$ cat src/rtl/jk_excitation_driver.sv
// Drives a raw JK register bank toward buffered target words, checking readback against a shadow copy.
// Latency: a word pushed into an empty FIFO while idle is excited onto the bank 2 edges after its push edge.
// Backpressure: tgt_ready = !full; a full FIFO refuses a push even when a pop happens on the same edge.

module jk_fifo #(
    parameter int W     = 8,
    parameter int DEPTH = 4
) (
    input  logic                       clk,
    input  logic                       rst,
    input  logic                       wr_vld,
    output logic                       wr_rdy,
    input  logic [W-1:0]               wr_dat,
    output logic                       rd_vld,
    input  logic                       rd_rdy,
    output logic [W-1:0]               rd_dat,
    output logic [$clog2(DEPTH):0]     cnt
);
    localparam int AW = $clog2(DEPTH);
    localparam int CW = AW + 1;

    logic [W-1:0]  mem [DEPTH];
    logic [AW-1:0] wptr;
    logic [AW-1:0] rptr;
    logic          do_wr;
    logic          do_rd;

    assign wr_rdy = (cnt != CW'(DEPTH));
    assign rd_vld = (cnt != '0);
    assign rd_dat = mem[rptr];
    assign do_wr  = wr_vld && wr_rdy;
    assign do_rd  = rd_vld && rd_rdy;

    always_ff @(posedge clk) begin
        if (rst) begin
            wptr <= '0;
            rptr <= '0;
            cnt  <= '0;
        end else begin
            if (do_wr) wptr <= wptr + 1'b1;
            if (do_rd) rptr <= rptr + 1'b1;
            cnt <= cnt + CW'(do_wr) - CW'(do_rd);
        end
    end

    always_ff @(posedge clk) begin
        if (do_wr) mem[wptr] <= wr_dat;
    end
endmodule

module jk_excitation_driver #(
    parameter int WIDTH       = 8,
    parameter int FIFO_DEPTH  = 4,
    parameter int TOGGLE_PREF = 0
) (
    input  logic                          clk,
    input  logic                          rst,
    input  logic [WIDTH-1:0]              tgt_data,
    input  logic                          tgt_valid,
    output logic                          tgt_ready,
    output logic [WIDTH-1:0]              j,
    output logic [WIDTH-1:0]              k,
    input  logic [WIDTH-1:0]              q_fb,
    output logic [WIDTH-1:0]              shadow,
    output logic                          busy,
    output logic [$clog2(FIFO_DEPTH):0]   fifo_cnt,
    output logic                          mismatch,
    output logic [WIDTH-1:0]              mm_bits,
    input  logic                          err_clr
);
    typedef enum logic [1:0] {st_init, st_idle, st_drive, st_check} state_t;

    state_t           state;
    logic [WIDTH-1:0] t;
    logic [WIDTH-1:0] head;
    logic             head_vld;
    logic             pop;
    logic [WIDTH-1:0] exc_j;
    logic [WIDTH-1:0] exc_k;
    logic [WIDTH-1:0] diff;
    logic             chk_hit;

    jk_fifo #(.W(WIDTH), .DEPTH(FIFO_DEPTH)) u_fifo (
        .clk    (clk),
        .rst    (rst),
        .wr_vld (tgt_valid),
        .wr_rdy (tgt_ready),
        .wr_dat (tgt_data),
        .rd_vld (head_vld),
        .rd_rdy (pop),
        .rd_dat (head),
        .cnt    (fifo_cnt)
    );

    assign pop     = ((state == st_idle) || (state == st_check)) && head_vld;
    assign diff    = q_fb ^ shadow;
    assign chk_hit = (state == st_check) && (diff != '0);
    assign busy    = (state != st_idle) || head_vld;

    // Excitation is computed against the head word so j/k are registered in step with DRIVE.
    always_comb begin
        exc_j = '0;
        exc_k = '0;
        if (TOGGLE_PREF != 0) begin
            exc_j = shadow ^ head;
            exc_k = shadow ^ head;
        end else begin
            exc_j = ~shadow & head;
            exc_k = shadow & ~head;
        end
    end

    always_ff @(posedge clk) begin
        if (rst) begin
            state    <= st_init;
            j        <= '0;
            k        <= '1;
            t        <= '0;
            shadow   <= '0;
            mismatch <= 1'b0;
            mm_bits  <= '0;
        end else begin
            j <= '0;
            k <= '0;
            case (state)
                st_init: begin
                    shadow <= '0;
                    state  <= st_check;
                end
                st_drive: begin
                    shadow <= t;
                    state  <= st_check;
                end
                default: begin
                    if (pop) begin
                        t     <= head;
                        j     <= exc_j;
                        k     <= exc_k;
                        state <= st_drive;
                    end else begin
                        state <= st_idle;
                    end
                end
            endcase

            // A fresh mismatch wins over a simultaneous clear but drops the older bits.
            if (chk_hit) begin
                mismatch <= 1'b1;
                mm_bits  <= (err_clr ? '0 : mm_bits) | diff;
            end else if (err_clr) begin
                mismatch <= 1'b0;
                mm_bits  <= '0;
            end
        end
    end
endmodule

$ cat config.mk
export PLATFORM = sky130hd
export DESIGN_NAME = jk_excitation_driver
export DESIGN_NICKNAME = d
export VERILOG_FILES = /design/src/rtl/jk_excitation_driver.sv
export SDC_FILE = /design/constraint.sdc
export NUM_CORES = 1
export LEC_CHECK = 0
export ABC_AREA = 1
export CORE_ASPECT_RATIO = 0.75
export CORE_MARGIN = 3
export CORE_UTILIZATION = 56
export CTS_CLUSTER_DIAMETER = 50
export DETAILED_ROUTE_END_ITERATION = 10
export PLACE_DENSITY_LB_ADDON = 0.12
export SYNTH_ARGS = -nofsm -noshare
export SYNTH_HDL_FRONTEND = slang
export SYNTH_SLANG_ARGS = --single-unit
$ cat constraint.sdc
create_clock -name clk -period 5 [get_ports clk]
set_input_delay 1 -clock clk [delete_from_list [all_inputs] [get_ports clk]]
set_output_delay 1 -clock clk [all_outputs]
set_load 0.03 [all_outputs]
# == Yosys cells after proc, flatten, opt, wreduce, memory -nomap -nowiden ==
# Memories as Yosys holds them, arrays and structs flattened. A register that Yosys moved wholly into a read port is not among the register bits.
# Index checks and enable logic that the tools add are counted.
# op_classes
n_addsub,4
n_mux,13
bitwise_logic,8
n_eq_ne,5
n_reduce_logical,14
# op_table
op,count
8-bit 2-to-1 mux,4
8-bit bitwise AND,2
8-bit inverter,2
8-bit case mux with 2 select lines,1
2-bit 2-to-1 mux,4
8-bit bitwise OR,1
8-bit nonzero test,1
8-bit bitwise XOR,1
2-bit by 1-bit adder with 2-bit output (second input constant),2
2-bit equality test (second input constant),2
1-bit logical AND,4
1-bit 2-to-1 mux,4
2-bit nonzero test,2
4-bit OR reduction,1
3-bit by 1-bit adder with 3-bit output,1
3-bit != test (second input constant),1
3-bit nonzero test,1
3-bit by 1-bit subtractor with 3-bit output,1
2-bit by 1-bit equality test with 1-bit output (second input constant),1
2-bit logical NOT,1
1-bit logical OR,2
2-bit by 1-bit != test with 1-bit output (second input constant),1
1-bit inverter,2
2-bit AND reduction,1
2-bit OR reduction,1
# word_totals
input_bits,20
n_memories,1
mem_bits_rw,32
reg_bits,50
wordCells,55
# memory_table
memory,depth,word_bits,rd,rd_clocked_by_memory_dff,wr,line,source
u_fifo.mem,4,8,1,1,1,22,logic [W-1:0] mem [DEPTH];

# == Logic depth before layout (Yosys ltp) ==
# Gate-level depths: netlist of run 1.
# depth
depth_word,6
depth_mapped,11
mapped_depth_nobuf,9

# == Cells and area by module ==
# From an unflattened synthesis of run 1, not the netlist that was laid out.
# hier_totals
hier_cells,348
hier_area_um2,3383.2
# modules_own_cells
mod,instances,area_each_um2,cells_each,seq_area_each_um2
jk_excitation_driver,1,1706.6,207,860.8
jk_fifo,1,1676.6,141,1141.1

# == Least setup slack after synthesis of run 1 ==
# No wires, ideal clock.
# synth_path
path_kind,register to register
start,reg u_fifo.cnt[1]
end,reg u_fifo.cnt[2]
setup_time_ns,0.120
arrival_time_ns,2.033
path_stages_with_launch,11
setup_slack_ns,2.846
period_less_slack_ns,2.154
required_ns,4.880
n_path_buf,1
path_cell_list,dfxtp_1 -> nor3_4 -> nor2_8 -> buf_6 -> ha_1 -> inv_1 -> ha_1 -> inv_1 -> fa_1 -> o21ai_0 -> a21oi_1
# synth_via
elab_chain_len,4
# synth_rtl
item,line,source
from (decl),17,output logic [$clog2(DEPTH):0] cnt
from (signal assigned),42,cnt <= cnt + CW'(do_wr) - CW'(do_rd);
3-bit nonzero test (*),29,assign rd_vld = (cnt != '0);
1-bit logical AND,95,assign pop = ((state == st_idle) || (state == st_check)) && head_vld;
1-bit logical AND (*),32,assign do_rd = rd_vld && rd_rdy;
via u_fifo.do_rd,26,logic do_rd;
3-bit by 1-bit subtractor with 3-bit output (*),42,
# Mark *: on every way through the listed nets, which the timed path passes. The rest lies on a longest branch.
# A chain may end at the register's enable or synchronous reset.

# == Final worst setup path of run 1 ==
# layout_path
start,reg state[0]
end,out busy
# layout_via
elab_chain_len,2
# layout_rtl
item,line,source
from (decl),73,state_t state;
from (signal assigned),115,state <= st_init;
from (signal assigned),128,state <= st_check;
from (signal assigned),132,state <= st_check;
2-bit by 1-bit != test with 1-bit output,98,assign busy = (state != st_idle) || head_vld;
1-bit logical OR,98,
to (decl),65,"output logic busy,"
# Every way passes these cells.

==> results.json, run 1 <==
{
  "status": "finished clean",
  "grt_use_met3": 0.0629,
  "synth_ff_type": "dfxtp_1",
  "clk_pin_slew_worst_paths_ns": 0.08,
  "grt_pass1_vias": 2254,
  "clock-sinks": 84,
  "grt_overflow": 0,
  "ctsLongestPathBuffers": 2,
  "synth.distinct_cells": 25,
  "die_w_um": 95.6,
  "fmax_mhz": 349,
  "die_h_um": 73.2,
  "relSlewSlack": 0.334,
  "syn_area_mm2": 0.00337,
  "final_hold_viol_count": 0,
  "worst_hold_path_type": "flip-flop to flip-flop",
  "arrival_ns": 1.86,
  "fin_util": 0.748,
  "cts_buffers": 9,
  "synth_seq_cells": 84,
  "start_util": 0.604,
  "crit_type": "flip-flop to output port",
  "async_flop_share": 0,
  "grt_first_pass_wirelength_um": 10900,
  "busiest_layer": "met2",
  "crit_fanout": 11,
  "fin_tns_setup_ns": 0,
  "cts_root_buf": "clkbuf_8",
  "synthTopCellsByCount": "116 x nand2_1, 52 x dfxtp_1, 39 x nand3_1",
  "netlist_instances": 363,
  "grt_use_met1": 0.286,
  "area_growth_pct": 23.7,
  "drtAntennaViolNets": 0,
  "n_antenna_cell": 0,
  "leakagePower_nw": 1.71,
  "drv_cap": 0,
  "dr.pass1.iters": 5,
  "place_area_mm2": 0.00397,
  "design_area_mm2": 0.00417,
  "grt_max_degree": 22,
  "cp.required_ns": 4.00,
  "insertion_delay_ns": 0.34,
  "cts_setup_buffers": 0,
  "slew_viol_final": 0,
  "setup.worst_path.end_class": "output port",
  "crit_path_start_kind": "flip-flop",
  "synth.avg_cell_area_um2": 9.30,
  "die-area_mm2": 0.00700,
  "h-tree-depth": 3,
  "grtUsageTotal": 0.209,
  "synth_top_area_share": 0.308,
  "p_per_area_mw_per_mm2": 440,
  "drt-initial-drc-count": 222,
  "synthMostInstantiatedCell": "nand2_1",
  "wirelength_um": 6800,
  "syn_nets": 390,
  "worst_pin_slew_ns": 0.996,
  "pin_count": 58,
  "synth_area_leaders": "dfxtp_1 31%, edfxtp_1 28%, nand2_1 13%, nand3_1 5.8%, inv_1 4.2%",
  "antenna_found_initial": 0,
  "num-nets-final": 447,
  "yosys.area.top_type": "dfxtp_1",
  "synth-edff-count": 32,
  "postCtsHoldBufs": 0,
  "rows": 23,
  "yosysSeqAreaShare": 0.593,
  "fin_skew_ns": 0.0137,
  "remaining_drc_errors": 0,
  "rsz0062_at_grt": "false",
  "period_minus_slack_ns": 2.86,
  "wl_per_cell_um": 13.6,
  "yosysWarnings": 0,
  "finalPower_mw": 1.84,
  "vias": 2544,
  "postCtsResizedCells": 0,
  "post-route-period-util": 0.572,
  "drive_gt1_frac": 0.0965,
  "portBuffers": 57,
  "globalplace.congestion": 0.874,
  "core_area_mm2": 0.00558,
  "dp_hpwl_um": 4900,
  "ir_worst_vdd_mv": 0.331,
  "met2_usage": 0.317,
  "viasPerCell": 5.09,
  "cts_tree": "done",
  "finalSetupViolations": 0
}
[path summary, 6_finish.rpt]
path,startpoint,end,slack (ns),cells after the start
worst max-delay path,state[0]$_SDFF_PP0_,busy,2.14,4
worst min-delay path,t[2]$_SDFFE_PP0P_,t[2]$_SDFFE_PP0P_,0.46,2
worst max register to register,state[0]$_SDFF_PP0_,u_fifo.cnt[2]$_SDFF_PP0_,2.79,9
worst min register to register,t[2]$_SDFFE_PP0P_,t[2]$_SDFFE_PP0P_,0.46,2
[layer usage]
metal,share of wire,vias to the layer above
met3,0.076,7
met2,0.46,95
met5,0,-
met4,0.010,0
li1,-,1275
met1,0.45,1167
[critical path, stage by stage, from the launching register on]
cell and delay (ns):
dfxtp_1 0.58, inv_4 0.15, nor2_1 0.12, nand2_1 0.07
clkdlybuf4s50_1 0.61
[logic make-up after synthesis]
logic type	Yosys count	synth area share
AND/OR/NAND/NOR	186	0.258
flip-flops	84	0.593
buffers and inverters	56	0.0745
AO/OA/AOI/OAI	29	0.0430
adder cells (fa/ha/maj)	7	0.0282
XOR/XNOR	1	0.00260
[stage by stage]
stage / std cells / worst slack (ns) / hold WS, ns
2_1_floorplan: 363 / 2.85 / 0.427
3_3_place_gp: 484 / 2.17 / 0.441
3_5_place_dp: 484 / 2.13 / 0.445
4_1_cts: 500 / 2.13 / 0.458
5_1_grt: 500 / 2.01 / 0.476
6_report: 500 / 2.14 / 0.457
[sequential cells by signal (all words and copies together) (netlist names), named ones only]
| name | count |
|---|---|
| j | 8 |
| k | 8 |
| mismatch | 1 |
| mm_bits | 8 |
| shadow | 8 |
| state | 2 |
| t | 8 |
| u_fifo.cnt | 3 |
| u_fifo.mem | 32 |
| u_fifo.rptr | 2 |
| u_fifo.wptr | 2 |
[placed cells by master, fill, tap and decap left out, drive strengths merged]
master,n
nand2,118
clkdlybuf4s50,57
dfxtp,52
nand3,47
inv,45
edfxtp,32
a21oi,23
nor2,20
clkbuf,13
ha,6
o21ai,6
clkinv,2
nor3,1
xor2,1
fa,1
clkinvlp,1
[layout make-up]
class                           instances  area (um2)
Tap cell                               75        93.8
Clock inverter                          3        22.5
Multi-Input combinational cell        223        1120
Inverter                               45         179
Sequential cell                        84        2000
Clock buffer                           13         185
Fill cell                             406        1410
Timing Repair Buffer                   57         571
[report_power, final]
| group | switching (mW) | internal, mW | total (mW) |
|---|---|---|---|
| clock network | 0.233 | 0.249 | 0.482 |
| logic | 0.306 | 0.170 | 0.476 |
| registers | 0.0782 | 0.802 | 0.880 |
| total | 0.617 | 1.22 | 1.84 |
Power figures use the tool's default switching activity.
==> run 2, diff against run 1 <==
--- a/config.mk
+++ b/config.mk
@@ -8,7 +8,7 @@
 export ABC_AREA = 1
 export CORE_ASPECT_RATIO = 0.75
 export CORE_MARGIN = 3
-export CORE_UTILIZATION = 56
+export CORE_UTILIZATION = 47
 export CTS_CLUSTER_DIAMETER = 50
 export DETAILED_ROUTE_END_ITERATION = 10
 export PLACE_DENSITY_LB_ADDON = 0.12
==> constraint.sdc (replaced) <==
create_clock -name clk -period 2.4 [get_ports clk]
set_input_delay 0.48 -clock clk [delete_from_list [all_inputs] [get_ports clk]]
set_output_delay 0.48 -clock clk [all_outputs]
set_load 0.03 [all_outputs]
==> results.json, run 2 (same netlist as run 1, synthesis figures left out) <==
{
  "crit_path_start_kind": "flip-flop",
  "die_h_um": 79.4,
  "core_area_mm2": 0.00690,
  "crit_fanout": 5,
  "final_common_cell": "nand2_1",
  "numPlacedInstances": 514,
  "r2r_cells": 9,
  "ctsLongestPathBuffers": 2,
  "pin_count": 58,
  "cts_tree": "done",
  "remaining_drc_errors": 0,
  "finalPower_mw": 3.84,
  "area_growth_pct": 25.8,
  "cp-startpoint": "u_fifo.cnt[1]$_SDFF_PP0_",
  "grt_max_degree": 18,
  "setup.worst_path.end_class": "output port",
  "grt_overflow": 0,
  "worstHoldStart": "t[2]$_SDFFE_PP0P_",
  "largest_reg_flops": 32,
  "finalSetupViolations": 0,
  "period_minus_slack_ns": 2.27,
  "n_fill_cell": 592,
  "post-place-ws_ns": 0.282,
  "rsz0062_at_grt": "false",
  "fin_cells": 530,
  "worst_pin_slew_ns": 0.363,
  "dp_hpwl_um": 5010,
  "cts_setup_buffers": 0,
  "post-route-period-util": 0.947,
  "clk_pin_slew_worst_paths_ns": 0.08,
  "viasPerCell": 4.77,
  "globalplace.congestion": 0.811,
  "portBuffers": 57,
  "drv_cap": 0,
  "die-area_mm2": 0.00824,
  "vias": 2526,
  "num-nets-final": 454,
  "insertion_delay_ns": 0.35,
  "ir_worst_vdd_mv": 0.729,
  "mostFrequentLayoutCells": "116 x nand2_1, 57 x clkdlybuf4s50_1, 52 x dfxtp_1, 39 x nand3_1, 38 x inv_1",
  "clock-sinks": 84,
  "final_hold_viol_count": 0,
  "endpoint": "busy",
  "crit_type": "flip-flop to output port",
  "die_w_um": 104,
  "grtUsageTotal": 0.180,
  "cp.required_ns": 1.92,
  "antenna_found_initial": 0,
  "fin_util": 0.616,
  "arrival_ns": 1.79,
  "postCtsResizedCells": 0,
  "drt-initial-drc-count": 166,
  "status": "finished clean",
  "r2r_slack_ns": 0.33,
  "wl_per_cell_um": 12.7,
  "slew_viol_final": 0,
  "fmax_mhz": 440,
  "grt_first_pass_wirelength_um": 11600,
  "design_area_mm2": 0.00425,
  "fin_tns_setup_ns": 0,
  "cts_root_buf": "clkbuf_8",
  "p_per_area_mw_per_mm2": 905,
  "hold_slack_ns": 0.460,
  "relSlewSlack": 0.757,
  "dr.pass1.iters": 4,
  "wirelength_um": 6750,
  "top_register": "u_fifo.mem",
  "grt_pass1_vias": 2419,
  "worst_slack_ns": 0.128,
  "start_util": 0.489,
  "n_antenna_cell": 0,
  "fin_skew_ns": 0.00979,
  "h-tree-depth": 3,
  "r2r-start": "u_fifo.cnt[1]$_SDFF_PP0_",
  "worst_hold_path_type": "flip-flop to flip-flop",
  "drive_gt1_frac": 0.111,
  "postCtsHoldBufs": 0,
  "cts_buffers": 9,
  "place_area_mm2": 0.00405,
  "drtAntennaViolNets": 0,
  "rows": 26,
  "rr_endpoint": "u_fifo.cnt[2]$_SDFF_PP0_",
  "leakagePower_nw": 1.74
}
run 2: changes by cell type in the layout (fill, tap and decap cells not counted):
cell        previous run  this run
clkinv_1               2         3
clkbuf_1               1         0
buf_4                  0         7
clkinvlp_4             1         2
clkinv_4               0         1
inv_6                  2         3
bufinv_16              0         1
clkbuf_16              2         0
clkbuf_4               1         0
inv_4                  3         2
run 2: worst min-delay path by stage:
stage	depth (start not counted)	to	slack, ns
final	2	t[2]$_SDFFE_PP0P_	0.46
after global routing	2	t[1]$_SDFFE_PP0P_	0.47
after CTS	2	t[2]$_SDFFE_PP0P_	0.46
after detailed placement	2	t[1]$_SDFFE_PP0P_	0.44
after global placement	2	t[1]$_SDFFE_PP0P_	0.44
after floorplan	2	t[0]$_SDFFE_PP0P_	0.43
run 2: metal layers:
metal,track usage,up-vias,wire length (um)
met5,0,-,0
met3,0.0566,7,341
met4,0.0531,0,63
met2,0.284,61,3110
li1,-,1295,-
met1,0.240,1163,3230
run 2: report_power, final:
group	internal, mW	total (mW)	switching [mW]
Combinational	0.379	1.06	0.679
Sequential	1.67	1.79	0.118
Clock	0.486	0.999	0.513
Total	2.53	3.84	1.31
run 2: layout make-up:
cell class	instances	area, um2	area share
clock inverter	7	75.1	0.0177
clock buffer	9	124	0.0292
sequential	84	2000	0.471
tap	98	123	0.0289
inverter	45	179	0.0421
multi-input combinational	223	1120	0.264
timing repair buffer	64	623	0.147
run 2: worst max-delay path: stages, from the launching register on:
cell	delay, ns
dfxtp_1	0.40
nor3_4	0.32
nand2_1	0.10
clkdlybuf4s50_1	0.61
==> run 3, diff against run 2 <==
--- a/config.mk
+++ b/config.mk
@@ -11,6 +11,7 @@
 export CORE_UTILIZATION = 47
 export CTS_CLUSTER_DIAMETER = 50
 export DETAILED_ROUTE_END_ITERATION = 10
+export GPL_TIMING_DRIVEN = 0
 export PLACE_DENSITY_LB_ADDON = 0.12
 export SYNTH_ARGS = -nofsm -noshare
 export SYNTH_HDL_FRONTEND = slang
==> results.json, run 3 (same netlist as run 1, synthesis figures left out) <==
{
  "largest_reg_flops": 32,
  "rows": 26,
  "final_hold_viol_count": 0,
  "viasPerCell": 4.69,
  "dr.pass1.iters": 4,
  "num-nets-final": 458,
  "cp.required_ns": 1.92,
  "internal_power_mw": 2.82,
  "start_util": 0.489,
  "p_comb_frac": 0.267,
  "slew_viol_final": 0,
  "cts_root_buf": "clkbuf_8",
  "drt-initial-drc-count": 110,
  "fin_skew_ns": 0.0112,
  "cp-startpoint": "u_fifo.cnt[1]$_SDFF_PP0_",
  "drtAntennaViolNets": 0,
  "worst_hold_path_type": "flip-flop to flip-flop",
  "grtUsageTotal": 0.182,
  "wl_per_cell_um": 12.9,
  "p_seq_frac": 0.431,
  "postCtsHoldBufs": 0,
  "die_h_um": 79.4,
  "cts_buffers": 9,
  "crit_path_start_kind": "flip-flop",
  "finalPower_mw": 4.11,
  "fin_tns_setup_ns": 0,
  "clock-sinks": 84,
  "p_sw_frac": 0.313,
  "p_per_area_mw_per_mm2": 950,
  "rr_endpoint": "u_fifo.cnt[2]$_SDFF_PP0_",
  "grt_first_pass_wirelength_um": 11800,
  "ir_worst_vdd_mv": 0.648,
  "die_w_um": 104,
  "remaining_drc_errors": 0,
  "fmax_mhz": 462,
  "setup.worst_path.end_class": "output port",
  "endpoint": "tgt_ready",
  "drv_cap": 0,
  "worst_pin_slew_ns": 0.846,
  "n_fill_cell": 603,
  "insertion_delay_ns": 0.35,
  "drive_gt1_frac": 0.119,
  "status": "finished clean",
  "crit_fanout": 5,
  "design_area_mm2": 0.00433,
  "r2r-start": "u_fifo.cnt[1]$_SDFF_PP0_",
  "dp_hpwl_um": 5230,
  "cts_setup_buffers": 0,
  "place_area_mm2": 0.00407,
  "r2r_cells": 10,
  "grt_pass1_vias": 2566,
  "relSlewSlack": 0.434,
  "rsz0062_at_grt": "false",
  "p_clk_frac": 0.302,
  "post-route-period-util": 0.901,
  "worst_slack_ns": 0.237,
  "core_area_mm2": 0.00690,
  "grt_overflow": 0,
  "top_register": "u_fifo.mem",
  "post-place-ws_ns": 0.227,
  "globalplace.congestion": 0.815,
  "mostFrequentLayoutCells": "116 x nand2_1, 56 x clkdlybuf4s50_1, 52 x dfxtp_1, 39 x nand3_1, 38 x inv_1",
  "fin_util": 0.627,
  "cts_tree": "done",
  "pin_count": 58,
  "clk_pin_slew_worst_paths_ns": 0.08,
  "postCtsResizedCells": 1,
  "multi_input_area_mm2": 0.00112,
  "finalSetupViolations": 0,
  "regArea_mm2": 0.00200,
  "period_minus_slack_ns": 2.16,
  "antenna_found_initial": 0,
  "h-tree-depth": 3,
  "r2r_slack_ns": 0.25,
  "arrival_ns": 1.68,
  "final_common_cell": "nand2_1",
  "grt_max_degree": 15,
  "area_growth_pct": 28.2,
  "wirelength_um": 6870,
  "p_sw_mw": 1.29,
  "crit_type": "flip-flop to output port",
  "die-area_mm2": 0.00824,
  "n_antenna_cell": 0,
  "ctsLongestPathBuffers": 2,
  "portBuffers": 57,
  "vias": 2506,
  "leakagePower_nw": 1.78
}
[run 3: changes by cell type in the layout (fill, tap and decap cells not counted), moves of 2 or more]
cell | before | now
buf_2 | 0 | 7
buf_4 | 7 | 2
buf_6 | 0 | 2
bufinv_16 | 1 | 3
inv_6 | 3 | 1
[run 3: layer usage]
layer / vias to the layer above / track usage / routed length [um] / share of wire
met4: 0 / 0.0478 / 62 / 0.0090
met1: 1145 / 0.233 / 3330 / 0.49
met3: 6 / 0.0671 / 370 / 0.054
li1: 1295 / - / - / -
met2: 60 / 0.294 / 3100 / 0.45
met5: - / 0 / 0 / 0
[run 3: power groups by stage]
stage / registers [mW] / logic, mW / clock network (mW)
global placement: 1.80 / 1.08 / 0
floorplan: 1.91 / 0.634 / 0
CTS: 1.77 / 1.11 / 1.26
global route: 1.80 / 1.23 / 1.34
finish: 1.77 / 1.10 / 1.24
detailed placement: 1.81 / 1.11 / 0
[run 3: area by class of cell]
class | count | share of cell area
Timing Repair Buffer | 57 | 0.132
Buffer | 11 | 0.0168
Clock buffer | 11 | 0.0353
Clock inverter | 5 | 0.0246
Tap cell | 98 | 0.0283
Sequential cell | 84 | 0.463
Multi-Input combinational cell | 223 | 0.259
Inverter | 45 | 0.0414
[run 3: worst max-delay path, cell delays in order, from the launching register on]
cell             delay (ns)
dfxtp_1                0.49
nor2_1                 0.09
nand2_1                0.09
clkdlybuf4s50_1        0.67
[run 3: how the worst min path moves through the flow]
| stage | from | to | slack, ns | cells past startpoint |
|---|---|---|---|---|
| after detailed placement | t[5]$_SDFFE_PP0P_ | t[5]$_SDFFE_PP0P_ | 0.44 | 2 |
| final | t[1]$_SDFFE_PP0P_ | t[1]$_SDFFE_PP0P_ | 0.46 | 2 |
| after global placement | t[1]$_SDFFE_PP0P_ | t[1]$_SDFFE_PP0P_ | 0.44 | 2 |
| after global routing | mm_bits[7]$_SDFF_PP0_ | mm_bits[7]$_SDFF_PP0_ | 0.49 | 2 |
| after floorplan | t[0]$_SDFFE_PP0P_ | t[0]$_SDFFE_PP0P_ | 0.43 | 2 |
| after CTS | t[4]$_SDFFE_PP0P_ | t[4]$_SDFFE_PP0P_ | 0.46 | 2 |
[run 3: metrics by stage]
| step | hold slack, ns | instances |
|---|---|---|
| final | 0.455 | 534 |
| after global routing | 0.488 | 534 |
| after CTS | 0.458 | 534 |
| after detailed placement | 0.442 | 518 |
| after global placement | 0.440 | 518 |
| after floorplan | 0.427 | 363 |
